==> src/rtl/qpu_tcm_ctrl_pkg.sv <==
`default_nettype none
//==============================================================================
// Package  : qpu_tcm_ctrl_pkg
// Purpose  : Shared constants, light-sleep state encoding and a width helper
//            for the TCM SRAM controller and its response FIFO.
// Contents : QPU_*_RAM_* default macro geometries, ls_state_e, clog2_min1().
// Revision : 1.0 - initial release
//==============================================================================
package qpu_tcm_ctrl_pkg;

   // Default TCM macro geometry (word address width / data width).
   localparam int QPU_DTCM_RAM_AW = 12;
   localparam int QPU_DTCM_RAM_DW = 32;
   localparam int QPU_ITCM_RAM_AW = 12;
   localparam int QPU_ITCM_RAM_DW = 32;

   // Light-sleep controller states.
   typedef enum logic [0:0] {
      LS_AWAKE = 1'b0,
      LS_SLEEP = 1'b1
   } ls_state_e;

   // Bit width needed to index v items, never less than one bit.
   function automatic int clog2_min1(input int v);
      return (v <= 1) ? 1 : $clog2(v);
   endfunction

endpackage : qpu_tcm_ctrl_pkg
`default_nettype wire

==> src/rtl/qpu_tcm_ctrl_rsp_fifo.sv <==
`default_nettype none
//==============================================================================
// Module   : qpu_tcm_rsp_fifo
// Purpose  : Synchronous DEPTH-entry response FIFO. Pointers wrap modulo
//            DEPTH; the occupancy count is exported so the controller can
//            decide whether another command fits.
// Ports    : clk         clock
//            rst_n       synchronous reset, active low
//            push_i      write push_data_i at this edge
//            push_data_i entry to write
//            pop_i       retire the head entry at this edge
//            head_o      current head entry
//            cnt_o       number of valid entries
// Revision : 1.0 - initial release
//==============================================================================
module qpu_tcm_rsp_fifo
   import qpu_tcm_ctrl_pkg::*;
#(
   parameter int DEPTH = 2,
   parameter int WIDTH = 33
) (
   input  logic                         clk,
   input  logic                         rst_n,
   input  logic                         push_i,
   input  logic [WIDTH-1:0]             push_data_i,
   input  logic                         pop_i,
   output logic [WIDTH-1:0]             head_o,
   output logic [$clog2(DEPTH+1)-1:0]   cnt_o
);

   localparam int PW = clog2_min1(DEPTH);
   localparam int CW = $clog2(DEPTH + 1);

   logic [WIDTH-1:0] mem_q [DEPTH];
   logic [PW-1:0]    wr_ptr_q;
   logic [PW-1:0]    rd_ptr_q;
   logic [CW-1:0]    cnt_q;

   // DEPTH need not be a power of two, so wrap explicitly.
   function automatic logic [PW-1:0] ptr_inc(input logic [PW-1:0] p);
      return (p == PW'(DEPTH - 1)) ? '0 : p + PW'(1);
   endfunction

   always_ff @(posedge clk) begin
      if (!rst_n) begin
         wr_ptr_q <= '0;
         rd_ptr_q <= '0;
         cnt_q    <= '0;
      end else begin
         if (push_i) wr_ptr_q <= ptr_inc(wr_ptr_q);
         if (pop_i)  rd_ptr_q <= ptr_inc(rd_ptr_q);
         case ({push_i, pop_i})
            2'b10:   cnt_q <= cnt_q + CW'(1);
            2'b01:   cnt_q <= cnt_q - CW'(1);
            default: cnt_q <= cnt_q;
         endcase
      end
   end

   // Storage needs no reset: entries are only visible through cnt_q.
   always_ff @(posedge clk) begin
      if (push_i) mem_q[wr_ptr_q] <= push_data_i;
   end

   assign head_o = mem_q[rd_ptr_q];
   assign cnt_o  = cnt_q;

endmodule : qpu_tcm_rsp_fifo
`default_nettype wire

==> src/rtl/qpu_tcm_ctrl.sv <==
`default_nettype none
//==============================================================================
// Module   : qpu_tcm_ctrl
// Purpose  : Initiator-side controller for one TCM SRAM macro. Accepts word
//            read/write commands, drives the SRAM pins combinationally from
//            the accepted command, captures dout one cycle later and returns
//            one in-order response per command through a small FIFO. Enters
//            light sleep after LS_IDLE idle cycles and wakes on cmd_valid.
// Ports    : clk, rst_n                       clock, sync active-low reset
//            cmd_valid_i/cmd_ready_o          command handshake
//            cmd_read_i/addr/wdata/wmask      command payload
//            rsp_valid_o/rsp_ready_i          response handshake
//            rsp_read_o/rsp_rdata_o           response payload
//            ram_cs/we/addr/wem/din_o         SRAM access pins
//            ram_dout_i                       SRAM read data (cs cycle + 1)
//            ram_ls_o/ram_ds_o/ram_sd_o       SRAM power pins
// Revision : 1.0 - initial release
//==============================================================================
module qpu_tcm_ctrl
   import qpu_tcm_ctrl_pkg::*;
#(
   parameter int AW      = QPU_DTCM_RAM_AW,
   parameter int DW      = QPU_DTCM_RAM_DW,
   parameter int MW      = DW / 8,
   parameter int DEPTH   = 2,
   parameter int LS_IDLE = 16
) (
   input  logic          clk,
   input  logic          rst_n,
   input  logic          cmd_valid_i,
   output logic          cmd_ready_o,
   input  logic          cmd_read_i,
   input  logic [AW-1:0] cmd_addr_i,
   input  logic [DW-1:0] cmd_wdata_i,
   input  logic [MW-1:0] cmd_wmask_i,
   output logic          rsp_valid_o,
   input  logic          rsp_ready_i,
   output logic          rsp_read_o,
   output logic [DW-1:0] rsp_rdata_o,
   output logic          ram_cs_o,
   output logic          ram_we_o,
   output logic [AW-1:0] ram_addr_o,
   output logic [MW-1:0] ram_wem_o,
   output logic [DW-1:0] ram_din_o,
   input  logic [DW-1:0] ram_dout_i,
   output logic          ram_ls_o,
   output logic          ram_ds_o,
   output logic          ram_sd_o
);

   localparam int CW  = $clog2(DEPTH + 1);
   localparam int OW  = CW + 1;
   localparam int ICW = clog2_min1(LS_IDLE + 1);

   logic            acc;
   logic            pop;
   logic [CW-1:0]   fifo_cnt;
   logic [DW:0]     fifo_head;
   logic [DW:0]     push_data;
   logic [OW-1:0]   occ;
   logic            idle;

   logic            s1_vld_q;
   logic            s1_read_q;
   ls_state_e       ls_state_q, ls_state_d;
   logic [ICW-1:0]  idle_cnt_q, idle_cnt_d;

   //---------------------------------------------------------------------------
   // Command acceptance. Occupancy counts the response still in stage 1 plus
   // everything in the FIFO, less the entry leaving this cycle, so a command
   // is only taken when its response is guaranteed a FIFO slot. Ready never
   // looks at cmd_valid_i.
   //---------------------------------------------------------------------------
   assign occ         = OW'(fifo_cnt) + OW'(s1_vld_q) - OW'(pop);
   assign cmd_ready_o = rst_n & (ls_state_q == LS_AWAKE) & (occ < OW'(DEPTH));
   assign acc         = cmd_valid_i & cmd_ready_o;

   // SRAM pins follow the command directly; cs only on an accepted command.
   assign ram_cs_o   = acc;
   assign ram_we_o   = acc & ~cmd_read_i;
   assign ram_addr_o = cmd_addr_i;
   assign ram_din_o  = cmd_wdata_i;
   assign ram_wem_o  = cmd_read_i ? '0 : cmd_wmask_i;
   assign ram_ds_o   = 1'b0;
   assign ram_sd_o   = 1'b0;

   //---------------------------------------------------------------------------
   // Stage 1: remembers that the SRAM was accessed last cycle, so dout is
   // captured into the FIFO exactly when it is valid.
   //---------------------------------------------------------------------------
   always_ff @(posedge clk) begin
      if (!rst_n) begin
         s1_vld_q  <= 1'b0;
         s1_read_q <= 1'b0;
      end else begin
         s1_vld_q  <= acc;
         s1_read_q <= cmd_read_i;
      end
   end

   assign push_data = {s1_read_q, (s1_read_q ? ram_dout_i : {DW{1'b0}})};

   qpu_tcm_rsp_fifo #(
      .DEPTH (DEPTH),
      .WIDTH (DW + 1)
   ) u_rsp_fifo (
      .clk         (clk),
      .rst_n       (rst_n),
      .push_i      (s1_vld_q),
      .push_data_i (push_data),
      .pop_i       (pop),
      .head_o      (fifo_head),
      .cnt_o       (fifo_cnt)
   );

   assign rsp_valid_o = (fifo_cnt != '0);
   assign rsp_read_o  = fifo_head[DW];
   assign rsp_rdata_o = fifo_head[DW-1:0];
   assign pop         = rsp_valid_o & rsp_ready_i;

   //---------------------------------------------------------------------------
   // Light-sleep FSM. The idle counter only advances while awake; sleep is
   // entered on the same edge the counter reaches LS_IDLE. Any cmd_valid while
   // asleep wakes the macro on the next edge (cmd_ready stays low meanwhile).
   //---------------------------------------------------------------------------
   assign idle = ~cmd_valid_i & ~s1_vld_q & (fifo_cnt == '0);

   always_ff @(posedge clk) begin
      if (!rst_n) begin
         ls_state_q <= LS_AWAKE;
         idle_cnt_q <= '0;
      end else begin
         ls_state_q <= ls_state_d;
         idle_cnt_q <= idle_cnt_d;
      end
   end

   always_comb begin
      ls_state_d = ls_state_q;
      idle_cnt_d = idle_cnt_q;

      if (!idle) begin
         idle_cnt_d = '0;
      end else if ((ls_state_q == LS_AWAKE) && (idle_cnt_q < ICW'(LS_IDLE))) begin
         idle_cnt_d = idle_cnt_q + ICW'(1);
      end

      case (ls_state_q)
         LS_AWAKE: begin
            if ((LS_IDLE != 0) && idle && (idle_cnt_d == ICW'(LS_IDLE))) begin
               ls_state_d = LS_SLEEP;
            end
         end
         LS_SLEEP: begin
            if (cmd_valid_i) ls_state_d = LS_AWAKE;
         end
         default: ls_state_d = LS_AWAKE;
      endcase
   end

   assign ram_ls_o = (ls_state_q == LS_SLEEP);

endmodule : qpu_tcm_ctrl
`default_nettype wire

==> config.mk <==
export PLATFORM = sky130hd
export DESIGN_NAME = qpu_tcm_ctrl
export DESIGN_NICKNAME = d
export VERILOG_FILES = /design/src/rtl/qpu_tcm_ctrl_pkg.sv /design/src/rtl/qpu_tcm_ctrl_rsp_fifo.sv /design/src/rtl/qpu_tcm_ctrl.sv
export SDC_FILE = /design/constraint.sdc
export NUM_CORES = 1
export LEC_CHECK = 0
export BUFFER_PORTS_ARGS = -buffer_cell sky130_fd_sc_hd__buf_4
export CAP_MARGIN = 20
export CORE_ASPECT_RATIO = 0.6
export CORE_MARGIN = 1
export CORE_UTILIZATION = 50
export DETAILED_ROUTE_END_ITERATION = 10
export GPL_ROUTABILITY_DRIVEN = 0
export GPL_TIMING_DRIVEN = 0
export MAX_ROUTING_LAYER = met4
export PLACE_DENSITY = 0.86
export SYNTH_ARGS = -nofsm -noshare
export SYNTH_HDL_FRONTEND = slang
export SYNTH_SLANG_ARGS = --single-unit
==> constraint.sdc <==
create_clock -name clk -period 4.62 [get_ports clk]
set_input_delay 0.924 -clock clk [delete_from_list [all_inputs] [get_ports clk]]
set_output_delay 0.924 -clock clk [all_outputs]
set_load 0.1 [all_outputs]
**After elaboration in Yosys (flattened, before gate mapping)**

Memories as Yosys holds them, arrays and structs flattened. A register that Yosys moved wholly into a read port is not among the register bits.
Cells that the tools add are included.

- Bits in registers: 12
- Word-level logic and storage cells: 50
- RAM bits: 66
- Memories kept: 1

- Equality and inequality tests: 3
- Multiplexer cells: 14
- Magnitude comparators: 2
- Bitwise operators: 11
- Reductions and logical operators: 5
- Add/sub/neg operators: 7

Memory list:

| memory | words | bits a word | rd ports | clocked after Yosys merged registers in | wr ports | line | RTL |
|---|---|---|---|---|---|---|---|
| u_rsp_fifo.mem_q | 2 | 33 | 1 | 1 | 1 | qpu_tcm_ctrl_rsp_fifo.sv:34 | `logic [WIDTH-1:0] mem_q [DEPTH];` |

Operators by type and width:

| operator | number |
|---|---|
| 2-to-1 mux 32 bit | 1 |
| 2-to-1 mux 5 bit | 2 |
| 2-to-1 mux 1 bit | 8 |
| bitwise AND 1 bit | 7 |
| adder 5 x 1 -> 5 bit, second input constant | 1 |
| == test 5 bit, second input constant | 1 |
| less-than comparator 5 bit, second input constant | 1 |
| 2-to-1 mux 4 bit | 1 |
| inverter 1 bit | 4 |
| case mux 2 bit (2 select lines) | 1 |
| nonzero test 2 bit | 2 |
| adder 2 x 1 -> 3 bit | 1 |
| less-than comparator 3 x 2 -> 1 bit, second input constant | 1 |
| subtractor 3 x 1 -> 3 bit | 1 |
| adder 1 bit, second input constant | 2 |
| adder 2 x 1 -> 2 bit, second input constant | 1 |
| == test 2 x 1 -> 1 bit, second input constant | 1 |
| == test 2 bit, second input constant | 1 |
| logical AND 1 bit | 2 |
| logical NOT 2 bit | 1 |
| case mux 1 bit (2 select lines) | 1 |
| subtractor 2 x 1 -> 2 bit, second input constant | 1 |

**Logic depth before layout (Yosys ltp)**

Gate-level depths: netlist of run 1.

- Word-level depth: 8
- Depth in mapped cells: 8
- Depth with buffers taken out: 8

**By module**

Synthesis of run 1 repeated with hierarchy kept, for this count alone.

- Cell total of the unflattened synthesis: 257
- Area total of the unflattened synthesis: 3602.2 µm²

Modules (own cells, without submodules):

| module | instances | area each (µm²) | cells each | sequential area each (µm²) |
|---|---|---|---|---|
| qpu_tcm_rsp_fifo | 1 | 2585.0 | 123 | 2082.0 |
| qpu_tcm_ctrl | 1 | 1017.2 | 134 | 160.2 |

**Worst setup path before layout of run 1**

No wires, ideal clock.

- Path kind: in2out
- Start point: input rsp_ready_i
- End point: output ram_we_o
- Stages on the path: 8
- Arrival: 4944 ps
- Data required time: 3696 ps
- Setup slack: -1248 ps
- Cells stage by stage: and3b_1 > or2_2 > nand2_1 > fa_1 > xnor2_1 > and3_1 > and2_1 > nor2b_1

- Longest elaborated chain between the ends: 6

Ends and longest elaborated chain:

| element | line | RTL |
|---|---|---|
| start: declaration | qpu_tcm_ctrl.sv:37 | `input logic rsp_ready_i,` |
| bitwise AND 1 bit | qpu_tcm_ctrl.sv:119 | `assign pop = rsp_valid_o & rsp_ready_i;` |
| subtractor 3 x 1 -> 3 bit | qpu_tcm_ctrl.sv:74 | `assign occ = OW'(fifo_cnt) + OW'(s1_vld_q) - OW'(pop);` |
| less-than comparator 3 x 2 -> 1 bit | qpu_tcm_ctrl.sv:75 | `assign cmd_ready_o = rst_n & (ls_state_q == LS_AWAKE) & (occ < OW'(DEPTH));` |
| bitwise AND 1 bit | qpu_tcm_ctrl.sv:75 |  |
| net cmd_ready_o | qpu_tcm_ctrl.sv:31 | `output logic cmd_ready_o,` |
| bitwise AND 1 bit | qpu_tcm_ctrl.sv:76 | `assign acc = cmd_valid_i & cmd_ready_o;` |
| net ram_cs_o | qpu_tcm_ctrl.sv:40 | `output logic ram_cs_o,` |
| bitwise AND 1 bit | qpu_tcm_ctrl.sv:80 | `assign ram_we_o = acc & ~cmd_read_i;` |
| end: declaration | qpu_tcm_ctrl.sv:41 | `output logic ram_we_o,` |

The timed path passes the listed nets, and every way through them passes these cells.

**Worst setup path after layout of run 1**

- Start point: input rsp_ready_i
- End point: output ram_we_o

- Longest elaborated chain between the ends: 6

Ends and longest elaborated chain:

| element | line |
|---|---|
| bitwise AND 1 bit | qpu_tcm_ctrl.sv:119 |
| subtractor 3 x 1 -> 3 bit | qpu_tcm_ctrl.sv:74 |
| less-than comparator 3 x 2 -> 1 bit | qpu_tcm_ctrl.sv:75 |
| bitwise AND 1 bit | qpu_tcm_ctrl.sv:75 |
| bitwise AND 1 bit | qpu_tcm_ctrl.sv:76 |
| bitwise AND 1 bit | qpu_tcm_ctrl.sv:80 |

Every way passes these cells.

==> impl_metrics.ini, run 1 <==
[worst_setup_path]
cp_slowest_cell = fa_1
reg2reg_to = s1_vld_q$_SDFF_PN0_
crit_arrival_ns = 2.78
cp-end-kind = output pin
cpMostUsedCell = buf_4
slowest_delay_ns = 0.40
critPathRequiredTime_ns = 3.70
crit_fanout = 4
start_kind = input port
reg2reg_slack_ns = 2.62
crit_path_cell_trace = buf_4 -> and3b_1 -> or2_2 -> nand2_1 -> fa_1 -> and3_2 -> and2_2 -> nor2b_4 -> buf_4
ff2ff_path_depth = 7
r2r-start = u_rsp_fifo.cnt_o[1]$_SDFFE_PN0P_
setup.worst_path.class = input port to output pin

[flow_run]
maxCapViolations = 0

[die]
fp.dieH_um = 67.8
num_rows = 23
start_util_pct = 52.8
die_x_um = 112
io_pins = 173
core-area_mm2 = 0.00682
fp.dieArea_mm2 = 0.00756

[grt]
grt_max_degree = 34
grt_overflow = 0
antenna_found_initial = 0
grt_pass1_vias = 2299
grt.total_usage_pct = 20.9
grt_pass1_wl_mm = 11.0

[routing]
wl_per_cell_um = 15.6
route.detailed.drc = 7
wl_mm = 7.61
ant_nets = 0
drt_iter0_markers = 132
met2_length_mm = 4.21
highest_layer = met4
vias_per_cell = 4.85
route.met3.wl_um = 424
dr_total_vias = 2373
met1_length_mm = 2.91
dr.pass1.iters = 7

[min_path]
hold_depth = 2
holdPathEnd = idle_cnt_q[1]$_SDFF_PN0_
holdCritStartpoint = idle_cnt_q[1]$_SDFF_PN0_
hp-class = flip-flop to flip-flop

[yosys]
synth_compound_area_share_pct = 1.67
synth_xor_area_share_pct = 0.729
synth_seq_area_share_pct = 62.2
ys_ff_latch = 79
syn_inst = 259
synth_fa_ha_area_share_pct = 0.903
syn_area_mm2 = 0.00360
yosys_warnings = 0
avgSynthCellArea_um2 = 13.9
yosys.area_share.simple_pct = 13.3
synth_cell_types = 35
synthMuxAreaShare_pct = 10.6
synth_top_family_by_area = simple AND/OR/NAND/NOR gates

[layout]
diodes = 0
areaGrowthSynthToFinish_pct = 38.9
nets = 484
drive_above_1_share_pct = 57.7

[clocking]
postCtsSetupRepairBufs = 0
clkSinkCount = 79
path_clk_slew_ns = 0.06
cts-resized-gates = 0
cts.path.max_buffers = 2
root_buffer = clkbuf_16
worstSkewPairLatency_ns = 0.33
cts_tree = yes
numCtsBuffers = 9
hold_buffers = 0
ctsHtreeMaxLevel = 3

[sta]
worstMarginPinSlew_ns = 0.859
setup_violations = 0
grt_setup_unrepaired = false
slew-limit-headroom_pct = 42.7
slew_viol_final = 0
finClkSkew_ns = 0.00649
fin_crit_sh_pct = 80.2
period_minus_slack_ns = 3.70
finalHoldViolations = 0
fmax_mhz = 270
tns_ns = 0

[place]
post-dp-hpwl_mm = 5.58
place.port_buffers = 125

[pwr]
leakage_nw = 2.12
irDropWorstVdd_mv = 0.195
powerDensity_mw_per_mm2 = 413
p_total_mw = 2.07

[outcome]
status = complete, but fails checks
violations = design-rule violations
==> per-layer routing <==
metal	up-vias	global-route usage, %
met3	4	5.12
met2	90	38.8
met5	-	-
li1	1144	-
met1	1135	22.4
met4	0	7.60
==> metrics by stage <==
step	utilization [%]	instance area, µm²	hold WS, ns	instances	setup WS (ns)
2_1_floorplan	-	3620	0.467	260	0.167
3_3_place_gp	68.4	4660	0.480	472	0.932
3_5_place_dp	68.9	4700	0.494	473	0.924
4_1_cts	73.4	5010	0.502	489	0.919
5_1_grt	73.4	5010	0.542	489	0.837
6_report	73.4	5010	0.505	489	0.916
==> cell usage after synthesis <==
cell      instances  area share, %
a21boi_0          1           0.21
a21oi_1           3           0.42
and2_1           39            6.8
and2b_1           1           0.21
and3_1            1           0.17
and3b_1           2           0.49
and4b_1           1           0.28
buf_2             1           0.14
buf_4            46            9.6
clkbuf_1          7           0.73
conb_1            1           0.10
dfxtp_1          13            7.2
edfxtp_1         66             55
fa_1              1           0.56
ha_1              1           0.35
mux2_2           33             10
mux2i_1           1           0.28
nand2_1           6           0.62
nand2b_1          1           0.17
nand3_1           1           0.14
nand3b_1          1           0.21
nand4_1           1           0.17
nor2_1            7           0.73
nor2b_1           8            1.4
nor3b_1           1           0.21
nor4_4            1           0.59
nor4b_1           1           0.24
o211ai_1          2           0.42
o21a_1            1           0.21
o21ai_1           1           0.14
o21ba_2           1           0.28
or2_2             3           0.52
or2b_1            1           0.21
or4_1             1           0.21
xnor2_1           3           0.73
==> worst max-delay path: cells and delay by family <==
family	cells	cell delay [ns]
fa+ha+maj	1	0.40
simple gates	6	1.10
buf+inv	2	0.34
==> how the worst max path moves through the flow <==
stage                 from       end
5_1_grt        rsp_ready_i  ram_we_o
3_3_place_gp   rsp_ready_i  ram_we_o
3_5_place_dp   rsp_ready_i  ram_we_o
4_1_cts        rsp_ready_i  ram_we_o
6_report       rsp_ready_i  ram_we_o
2_1_floorplan  rsp_ready_i  ram_we_o
==> state kept, by name (all words and copies together) (netlist names), named ones only <==
| signal | count |
|---|---|
| u_rsp_fifo.mem_q | 66 |
| idle_cnt_q | 5 |
| s1_vld_q | 1 |
| u_rsp_fifo.wr_ptr_q | 1 |
| s1_read_q | 1 |
| ram_ls_o | 1 |
| u_rsp_fifo.cnt_o | 2 |
| u_rsp_fifo.rd_ptr_q | 1 |
==> cells in the final DEF, fill, tap and decap left out, types with 2 or more instances in the layout <==
cell type and n:
buf_4 171, edfxtp_1 66, and2_1 37, mux2_2 33, dfxtp_1 13, clkbuf_16 9, clkbuf_1 7, nor2_1 7
nor2b_1 6, nand2_1 6, or2_2 3, xnor2_1 3, a21oi_1 3, and3b_1 2, and2_2 2, nor2b_4 2
o211ai_1 2, conb_1 2, inv_6 2, clkinv_4 2, clkinvlp_4 2
==> kinds of logic (layout without fill, tap and decap cells) <==
kind of cell	count (synthesis)	in the layout
and+or+nand+nor	77	77
AOI/OAI and AO/OA	9	9
muxes	34	34
adders and majority gates	2	2
buffers and inverters	54	196
DFF	79	79
other	1	2
xor gates and xnor gates	3	3
==> layout make-up <==
cell class	count	area [µm²]
clock buffer	9	225
tap	87	109
clock inverter	7	80.1
timing repair buffer	126	966
fill	467	1810
buffer	54	377
multi-input combinational	127	1010
sequential	79	2240
==> power by group <==
part / total (mW) / switching, mW / leakage (nW) / internal (mW)
clock: 0.707 / 0.283 / 0.143 / 0.424
combinational: 0.554 / 0.412 / 1.24 / 0.142
sequential: 0.806 / 0.00953 / 0.732 / 0.797
No activity file was read; power rests on OpenSTA's default activity.
==> inputs of run 2 (changes only) <==
CORE_UTILIZATION = 42   (was 50)
PLACE_DENSITY = 0.77   (was 0.86)
clock period = 3.1 ns   (was 4.62 ns; I/O delays follow)
==> run 2 against run 1 <==
  * Design area increased by 0.87%
  * Largest cell class unchanged
  * Highest routed layer unchanged
  * The flow now finishes without violations
  * First-iteration DRC count decreased by 38%
  * Non-clock buffer count unchanged
  * Worst hold slack is essentially flat
  * Routed wire length fell by 4.2%
  * Final cell count up 4.3%
  * Global-route usage decreased by 3.8 points
  * Critical path type is now flip-flop to output pin
  * Sequential share of layout area fell by 0.29 points
  * Worst setup slack lost 0.81 ns
==> impl_metrics.ini, run 2 (synthesis results as in run 1) <==
[sta]
fmax_mhz = 334
worstMarginPinSlew_ns = 0.825
grt_setup_unrepaired = false
setup_violations = 0
finalHoldViolations = 0
finClkSkew_ns = 0.00327
slew-limit-headroom_pct = 45.0
period_minus_slack_ns = 3.00
slew_viol_final = 0
fin_crit_sh_pct = 96.6

[worst_setup_path]
start_kind = flip-flop
crit_arrival_ns = 2.38
critPathRequiredTime_ns = 2.48
crit_fanout = 8
cp-end-kind = output pin
reg2reg_to = s1_vld_q$_SDFF_PN0_
reg2reg_slack_ns = 1.28
r2r-start = u_rsp_fifo.cnt_o[1]$_SDFFE_PN0P_
startpoint = u_rsp_fifo.cnt_o[1]$_SDFFE_PN0P_
ff2ff_path_depth = 6
setup.worst_path.class = flip-flop to output pin

[grt]
grt_pass1_wl_mm = 10.6
grt_pass1_vias = 2270
grt_overflow = 0
grt.total_usage_pct = 17.1
antenna_found_initial = 0
grt_max_degree = 34

[layout]
final_cell_mix = 170 x buf_4, 66 x edfxtp_1, 37 x and2_1
areaGrowthSynthToFinish_pct = 40.1
largest_register_ffs = 66
final_area_mm2 = 0.00505
nets = 484
fin_util_pct = 62.3
stdcell_count = 510
diodes = 0
final_common_cell = buf_4
drive_above_1_share_pct = 59.0
largest_register = u_rsp_fifo.mem_q

[die]
core-area_mm2 = 0.00810
die_x_um = 122
fp.dieArea_mm2 = 0.00897
fp.dieH_um = 73.8
io_pins = 173
start_util_pct = 44.5
num_rows = 25

[place]
dp.cells = 494
post-dp-hpwl_mm = 5.38
place.port_buffers = 125
placed_area_mm2 = 0.00473

[min_path]
hp-class = flip-flop to flip-flop
holdPathEnd = idle_cnt_q[1]$_SDFF_PN0_
holdCritStartpoint = idle_cnt_q[1]$_SDFF_PN0_
hold_depth = 2

[routing]
wl_mm = 7.29
ant_nets = 0
dr_total_vias = 2346
vias_per_cell = 4.60
route.detailed.drc = 0
wl_per_cell_um = 14.3
drt_iter0_markers = 82
dr.pass1.iters = 4

[pwr]
irDropWorstVdd_mv = 0.517
powerDensity_mw_per_mm2 = 606
leakage_nw = 2.12
p_total_mw = 3.06

[clocking]
worstSkewPairLatency_ns = 0.34
hold_buffers = 0
cts.path.max_buffers = 2
root_buffer = clkbuf_16
cts_tree = yes
path_clk_slew_ns = 0.06
clkSinkCount = 79
ctsHtreeMaxLevel = 3
numCtsBuffers = 9

[outcome]
status = finished, final reports clean

[flow_run]
maxCapViolations = 0
-- run 2: metrics by stage --
step	hold WS (ns)	TNS [ns]	setup slack [ns]
global placement	0.482	-9.97	-0.300
finish	0.505	0	0.104
CTS	0.510	0	0.0113
floorplan	0.467	-0.413	-0.413
detailed placement	0.502	0	0.0560
global route	0.523	0	0.0122
-- run 2: metal layers --
metal | track usage [%] | wire (µm)
met4 | 7.00 | 98
met2 | 28.9 | 3680
met5 | - | 0
met3 | 5.82 | 505
met1 | 18.9 | 3000
-- run 2: area by class of cell --
cell class                      count  area (µm²)
Multi-Input combinational cell    127        1020
Timing Repair Buffer              126         971
Tap cell                          108         135
Fill cell                         628        3050
Clock buffer                        9         225
Buffer                             54         377
Sequential cell                    79        2250
Clock inverter                      7        71.3
-- run 2: worst max path at each step --
| stage | to | slack, ns | cells past startpoint |
|---|---|---|---|
| after detailed placement | ram_we_o | 0.06 | 9 |
| after global routing | ram_we_o | 0.01 | 8 |
| final | ram_we_o | 0.10 | 8 |
| after CTS | ram_we_o | 0.01 | 8 |
| after global placement | u_rsp_fifo.mem_q[0][13]$_DFFE_PP_ | -0.30 | 1 |
| after floorplan | ram_we_o | -0.41 | 7 |
-- run 2: power breakdown --
group / internal (mW) / switching (mW) / total (mW)
combinational: 0.213 / 0.614 / 0.827
sequential: 1.19 / 0.0138 / 1.20
clock: 0.624 / 0.408 / 1.03
total: 2.02 / 1.04 / 3.06
-- run 2: critical path: stages, from the launching register on --
cell and delay [ns]:
dfxtp_4 0.41, and3b_2 0.24, or2_4 0.12, nand2_2 0.06, fa_2 0.54, and3_4 0.18
and2_4 0.14, nor2b_4 0.16, buf_12 0.18
-- run 2: repair_timing --
action                                  CTS  global route
endpoints found under the hold margin     0             0
endpoints found under the setup margin    2             1
gates resized for setup                   2             5
buffers inserted                          0             0
